--- config.mk ---
export PLATFORM = sky130hd
export DESIGN_NAME = ps2_scancode_decoder
export DESIGN_NICKNAME = d
export VERILOG_FILES = /design/src/rtl/ps2_scancode_decoder.sv
export SDC_FILE = /design/constraint.sdc
export NUM_CORES = 1
export LEC_CHECK = 0
export ABC_AREA = 0
export CAP_MARGIN = 25
export CORE_UTILIZATION = 45
export CTS_CLUSTER_SIZE = 30
export DETAILED_ROUTE_END_ITERATION = 6
export GPL_TIMING_DRIVEN = 0
export PLACE_DENSITY = 0.72
export SYNTH_ARGS = -nofsm -noshare
export SYNTH_HDL_FRONTEND = slang
export SYNTH_SLANG_ARGS = --single-unit
--- constraint.sdc ---
create_clock -name clk -period 2.7 [get_ports clk]
set_clock_uncertainty 0.2 [all_clocks]
set_input_delay 0.405 -clock clk [delete_from_list [all_inputs] [get_ports clk]]
set_output_delay 0.405 -clock clk [all_outputs]
set_load 0.005 [all_outputs]
--- src/rtl/ps2_scancode_decoder.sv ---
// PS/2 Set-2 scan-code decoder: E0/F0 prefix FSM, modifier tracking, FWFT event FIFO.
// Optional ASCII translation is enabled by defining ASCII_XLAT_EN.
module ps2_scancode_decoder #(
  parameter int unsigned FIFO_DEPTH     = 4,
  parameter int unsigned TIMEOUT_CYCLES = 500000
) (
  input  logic       clk,
  input  logic       rst_n,
  input  logic [7:0] scan_code,
  input  logic       scan_valid,
  output logic       ev_valid,
  input  logic       ev_ready,
  output logic [7:0] ev_code,
  output logic       ev_ext,
  output logic       ev_break,
  output logic [7:0] ev_ascii,
  output logic [3:0] mods,
  output logic       overflow,
  input  logic       ovf_clr
);

  localparam int unsigned AW = (FIFO_DEPTH > 1) ? $clog2(FIFO_DEPTH) : 1;
  localparam int unsigned CW = AW + 1;
  localparam int unsigned TW = $clog2(TIMEOUT_CYCLES + 1);
`ifdef ASCII_XLAT_EN
  localparam int unsigned EW = 18;
`else
  localparam int unsigned EW = 10;
`endif

  typedef enum logic [1:0] {S_IDLE, S_EXT, S_BRK, S_EXT_BRK} state_t;

  state_t         state_q, state_d;
  logic [TW-1:0]  tcnt_q, tcnt_d;
  logic [EW-1:0]  mem_q [FIFO_DEPTH];
  logic [AW-1:0]  wptr_q, wptr_d, rptr_q, rptr_d;
  logic [CW-1:0]  cnt_q, cnt_d;
  logic           overflow_q, overflow_d;
  logic           lshift_q, lshift_d, rshift_q, rshift_d;
  logic           ctrl_q, ctrl_d, alt_q, alt_d;
  logic           caps_held_q, caps_held_d, caps_lock_q, caps_lock_d;

  logic           emit, e_ext, e_brk, dropped_byte;
  logic           pop, full, push_ok, drop;
  logic [EW-1:0]  wr_data, head;
  logic           shift_now;

  assign dropped_byte = (scan_code == 8'h00) || (scan_code == 8'hAA) || (scan_code == 8'hEE) ||
                        (scan_code == 8'hFA) || (scan_code == 8'hFE) || (scan_code == 8'hFF);

  always_comb begin
    state_d = state_q;
    emit    = 1'b0;
    e_ext   = 1'b0;
    e_brk   = 1'b0;
    if (scan_valid) begin
      case (state_q)
        S_IDLE: begin
          if (scan_code == 8'hE0)      state_d = S_EXT;
          else if (scan_code == 8'hF0) state_d = S_BRK;
          else if (!dropped_byte)      emit = 1'b1;
        end
        S_EXT: begin
          if (scan_code == 8'hF0)      state_d = S_EXT_BRK;
          else if (scan_code != 8'hE0) begin
            emit    = 1'b1;
            e_ext   = 1'b1;
            state_d = S_IDLE;
          end
        end
        S_BRK: begin
          emit    = 1'b1;
          e_brk   = 1'b1;
          state_d = S_IDLE;
        end
        default: begin
          emit    = 1'b1;
          e_ext   = 1'b1;
          e_brk   = 1'b1;
          state_d = S_IDLE;
        end
      endcase
    end
    // A received byte always restarts the prefix timer, even if it lands on the expiry cycle.
    if (scan_valid || state_q == S_IDLE) begin
      tcnt_d = '0;
    end else if (tcnt_q == TW'(TIMEOUT_CYCLES - 1)) begin
      tcnt_d  = '0;
      state_d = S_IDLE;
    end else begin
      tcnt_d = tcnt_q + TW'(1);
    end
  end

  assign shift_now = lshift_q | rshift_q;

`ifdef ASCII_XLAT_EN
  function automatic logic [7:0] to_ascii(input logic [7:0] c, input logic upper);
    logic [7:0] a;
    logic       letter;
    a      = 8'h00;
    letter = 1'b1;
    case (c)
      8'h1C: a = 8'h61;  8'h32: a = 8'h62;  8'h21: a = 8'h63;  8'h23: a = 8'h64;
      8'h24: a = 8'h65;  8'h2B: a = 8'h66;  8'h34: a = 8'h67;  8'h33: a = 8'h68;
      8'h43: a = 8'h69;  8'h3B: a = 8'h6A;  8'h42: a = 8'h6B;  8'h4B: a = 8'h6C;
      8'h3A: a = 8'h6D;  8'h31: a = 8'h6E;  8'h44: a = 8'h6F;  8'h4D: a = 8'h70;
      8'h15: a = 8'h71;  8'h2D: a = 8'h72;  8'h1B: a = 8'h73;  8'h2C: a = 8'h74;
      8'h3C: a = 8'h75;  8'h2A: a = 8'h76;  8'h1D: a = 8'h77;  8'h22: a = 8'h78;
      8'h35: a = 8'h79;  8'h1A: a = 8'h7A;
      default: begin
        letter = 1'b0;
        case (c)
          8'h45: a = 8'h30;  8'h16: a = 8'h31;  8'h1E: a = 8'h32;  8'h26: a = 8'h33;
          8'h25: a = 8'h34;  8'h2E: a = 8'h35;  8'h36: a = 8'h36;  8'h3D: a = 8'h37;
          8'h3E: a = 8'h38;  8'h46: a = 8'h39;  8'h29: a = 8'h20;  8'h5A: a = 8'h0D;
          8'h66: a = 8'h08;
          default: a = 8'h00;
        endcase
      end
    endcase
    if (letter && upper) a = a - 8'h20;
    return a;
  endfunction

  always_comb begin
    wr_data = {8'h00, e_brk, e_ext, scan_code};
    if (!e_brk && !e_ext) wr_data[17:10] = to_ascii(scan_code, shift_now ^ caps_lock_q);
  end
`else
  assign wr_data = {e_brk, e_ext, scan_code};
`endif

  always_comb begin
    lshift_d    = lshift_q;
    rshift_d    = rshift_q;
    ctrl_d      = ctrl_q;
    alt_d       = alt_q;
    caps_held_d = caps_held_q;
    caps_lock_d = caps_lock_q;
    if (emit) begin
      case (scan_code)
        8'h12: if (!e_ext) lshift_d = ~e_brk;
        8'h59: if (!e_ext) rshift_d = ~e_brk;
        8'h14: ctrl_d = ~e_brk;
        8'h11: alt_d  = ~e_brk;
        8'h58: begin
          if (e_brk) begin
            caps_held_d = 1'b0;
          end else if (!caps_held_q) begin
            caps_held_d = 1'b1;
            caps_lock_d = ~caps_lock_q;
          end
        end
        default: ;
      endcase
    end
  end

  assign full    = (cnt_q == CW'(FIFO_DEPTH));
  assign pop     = (cnt_q != '0) && ev_ready;
  assign push_ok = emit && (!full || pop);
  assign drop    = emit && full && !pop;

  always_comb begin
    wptr_d     = wptr_q + AW'(push_ok);
    rptr_d     = rptr_q + AW'(pop);
    cnt_d      = cnt_q + CW'(push_ok) - CW'(pop);
    overflow_d = (overflow_q && !ovf_clr) || drop;
  end

  always_ff @(posedge clk or negedge rst_n) begin
    if (!rst_n) begin
      state_q     <= S_IDLE;
      tcnt_q      <= '0;
      wptr_q      <= '0;
      rptr_q      <= '0;
      cnt_q       <= '0;
      overflow_q  <= 1'b0;
      lshift_q    <= 1'b0;
      rshift_q    <= 1'b0;
      ctrl_q      <= 1'b0;
      alt_q       <= 1'b0;
      caps_held_q <= 1'b0;
      caps_lock_q <= 1'b0;
      for (int unsigned i = 0; i < FIFO_DEPTH; i++) mem_q[i] <= '0;
    end else begin
      state_q     <= state_d;
      tcnt_q      <= tcnt_d;
      wptr_q      <= wptr_d;
      rptr_q      <= rptr_d;
      cnt_q       <= cnt_d;
      overflow_q  <= overflow_d;
      lshift_q    <= lshift_d;
      rshift_q    <= rshift_d;
      ctrl_q      <= ctrl_d;
      alt_q       <= alt_d;
      caps_held_q <= caps_held_d;
      caps_lock_q <= caps_lock_d;
      if (push_ok) mem_q[wptr_q] <= wr_data;
    end
  end

  assign head     = mem_q[rptr_q];
  assign ev_valid = (cnt_q != '0);
  assign ev_code  = ev_valid ? head[7:0] : 8'h00;
  assign ev_ext   = ev_valid & head[8];
  assign ev_break = ev_valid & head[9];
`ifdef ASCII_XLAT_EN
  assign ev_ascii = ev_valid ? head[17:10] : 8'h00;
`else
  assign ev_ascii = 8'h00;
`endif
  assign mods     = {caps_lock_q, alt_q, ctrl_q, shift_now};
  assign overflow = overflow_q;

endmodule

==> run summary <==
Setup ws final = 0.0693 ns
Routed wire length = 7.50 mm
Period utilization = 97.4%
Layout cells sized above 1 = 35.6%
Status = complete, no violations
Total power = 4130 uW
Max_cap viols = 0
Final Core Density = 54.7%
Hold Crit Class = input pin to flip-flop
DR vias = 2452
Critical Path Fanout Max = 5
Fmax achieved = 380 MHz
Mapped Area = 4000 sq um
DR pass1 iterations = 4
Most used flip-flop cell after synthesis = dfrtp_1
Syn avg cell area = 13.0 sq um
Final Hold Viols = 0
GP Congestion = 0.722
Post-route cell area = 4750 sq um
# IOs = 37
Number of diodes = 0
Peak supply drop = 331 uV
Dpl ws = -0.706 ns
Die span in x = 96.2 um
Drt first-iter violations = 76
Worst R2R Path Depth = 9
Pleak = 0.00215 uW
Startpoint class of the critical path = input pin
Buffers on Ports = 23
Setup tns final = 0 ns
Global-route wire length before repair = 12.2 mm
Total die area = 9260 sq um
Row count = 34
Max clock buf depth = 2
RSZ-0062 raised after global routing = no
HPWL Detailed = 5.08 mm
Vias in the first global route = 2464
Initial Util = 46.0%
Total global-route track usage = 17.7%
Initial antenna violation count = 0
Crit path DAT = 2.68 ns
Number of synthesized flops with an enable pin = 0
Distinct cells, synth = 48
Clock sinks = 75
Area grow syn2layout = 18.8%
Slew HR = 62.3%
Fin nets = 379
Total core area = 8680 sq um
Pwr/cell area = 870 nW/um^2
Largest net degree at the start of global routing = 68
RR Startpoint = state_q[0]
Hold depth = 2
Post-synthesis sequential area ratio = 47.0%
Setup violators final = 0
Min-delay src = scan_code[2]
Global route total overflow = 0
Number of synthesized register bits = 75
DP Area = 4440 sq um
Final-report max-slew violation count = 0
Average wire per standard cell = 15.9 um
RR Endpoint = cnt_q[2]
Clock-pin transition on the worst setup and hold timing paths = 0.08 ns
Yosys warns = 0
Gate count of the mapped netlist = 308
Final Critical Period = 2.63 ns
Skew-Pair Late Insertion Delay = 0.35 ns
# DRC = 0
H-tree depth = 3
Die Ht = 96.2 um
Critical path class = input pin to flip-flop
Hold path endpoint = mem_q[32]
Ys async rst share = 100%
Vias per cell = 5.18
CTS Buf Count = 9
Critical Path RT = 2.75 ns
CTS tree = built
Root buf cell = clkbuf_8
Routed Antenna Nets = 0
Setup crit end kind = flip-flop
Worst slew pin tran = 0.562 ns
Reg2Reg Setup Slack = 0.09 ns
## sequential cells by signal, indices dropped and copies added (netlist names)
signal	count
state_q	2
caps_lock_q	1
caps_held_q	1
rshift_q	1
cnt_q	3
alt_q	1
overflow	1
tcnt_q	19
mem_q	40
lshift_q	1
wptr_q	2
rptr_q	2
ctrl_q	1
## placed cells by master (no fill, tap or decap), types with 3 or more instances in the layout
| cell | netlist | routed |
|---|---|---|
| dfrtp_1 | 75 | 74 |
| mux2_4 | 30 | 30 |
| nor2_1 | 26 | 26 |
| buf_4 | 15 | 25 |
| clkdlybuf4s50_1 | 0 | 15 |
| mux2_2 | 14 | 14 |
| nor2b_1 | 13 | 13 |
| clkbuf_8 | 4 | 13 |
| xor2_1 | 11 | 11 |
| xnor2_1 | 11 | 10 |
| mux4_2 | 10 | 10 |
| inv_1 | 9 | 9 |
| nand3_1 | 9 | 9 |
| conb_1 | 1 | 8 |
| nor3_1 | 7 | 7 |
| nand4_1 | 7 | 7 |
| nand2_1 | 7 | 7 |
| nor4b_1 | 6 | 6 |
| ha_1 | 5 | 4 |
| dlymetal6s2s_1 | 0 | 4 |
| and4_1 | 3 | 3 |
| and3_1 | 3 | 3 |
| nand4_4 | 3 | 3 |
| clkinvlp_4 | 0 | 3 |
## layout make-up
type                            count  area (sq um)
Tap cell                          108           135
Inverter                            9          33.8
Sequential cell                    75          1880
Fill cell                         731          3930
Buffer                             26           243
Multi-Input combinational cell    204          1920
Clock inverter                      7          60.1
Timing Repair Buffer               35           357
Clock buffer                        9           124
## logic make-up after synthesis
| logic type | after synthesis | synth area share [%] |
|---|---|---|
| buffers and inverters | 36 | 6.61 |
| other | 1 | 0.0938 |
| adders and majority gates | 6 | 2.07 |
| muxes | 54 | 20.9 |
| DFF | 75 | 47.0 |
| xor gates and xnor gates | 22 | 4.82 |
| AOI/OAI and AO/OA | 9 | 1.63 |
| and+or+nand+nor | 105 | 17.0 |
## power by group
group | switching (uW) | internal [uW] | total, uW
Sequential | 199 | 1440 | 1640
Clock | 467 | 347 | 814
Combinational | 558 | 1120 | 1680
Total | 1220 | 2910 | 4130
## stage by stage
| stage | hold WS [ns] | std cells |
|---|---|---|
| after detailed placement | 0.0475 | 447 |
| after global placement | 0.263 | 446 |
| after CTS | 0.111 | 464 |
| final | 0.122 | 473 |
| after global routing | 0.117 | 473 |
| after floorplan | -0.0906 | 315 |
## worst max path at each step
| stage | startpoint | to | slack (ns) | cells past startpoint |
|---|---|---|---|---|
| 2_1_floorplan | scan_code[2] | cnt_q[2] | -0.11 | 12 |
| 3_3_place_gp | rst_n | tcnt_q[13] | -1.53 | 1 |
| 3_5_place_dp | scan_code[0] | cnt_q[2] | -0.71 | 12 |
| 4_1_cts | scan_code[0] | cnt_q[2] | 0.008 | 12 |
| 5_1_grt | cnt_q[0] | cnt_q[2] | 0.002 | 9 |
| 6_report | scan_code[0] | cnt_q[2] | 0.07 | 12 |
## metal layers
layer  GRT usage [%]  up-vias  share of wire [%]
li1                -     1174                  -
met1            22.5     1228                 47
met2            29.8       38                 49
met3            4.27       12                2.8
met4            5.47        0                1.4
met5               0        -                  0
## what timing repair did
item,in CTS,in global routing
cloned,0,1
hold buffers,1,0
endpoints found under the hold margin,75,0
setup buffers,1,8
resized for setup,11,13
pin swaps,4,4
setup endpoints to repair,13,12
## worst max-delay path, stage by stage
cell and delay, ns:
buf_2 0.14, or4_4 0.55, or2_1 0.26, buf_6 0.14
nand4_1 0.11, nand2b_4 0.13, ha_1 0.13, inv_1 0.04
ha_2 0.17, fa_2 0.35, xnor2_2 0.14, xnor2_1 0.12
## cell usage after synthesis, types with 9 or more instances
master   instances  area share, %
inv_1            9           0.85
xor2_1          11            2.4
dfrtp_1         75             47
xnor2_1         11            2.4
nand3_1          9            1.1
nor2_1          26            2.4
nor2b_1         13            2.0
mux2_4          30             11
mux2_2          14            3.9
mux4_2          10            5.6
buf_4           15            2.8
Note: power is estimated with default switching activity, not from simulation.
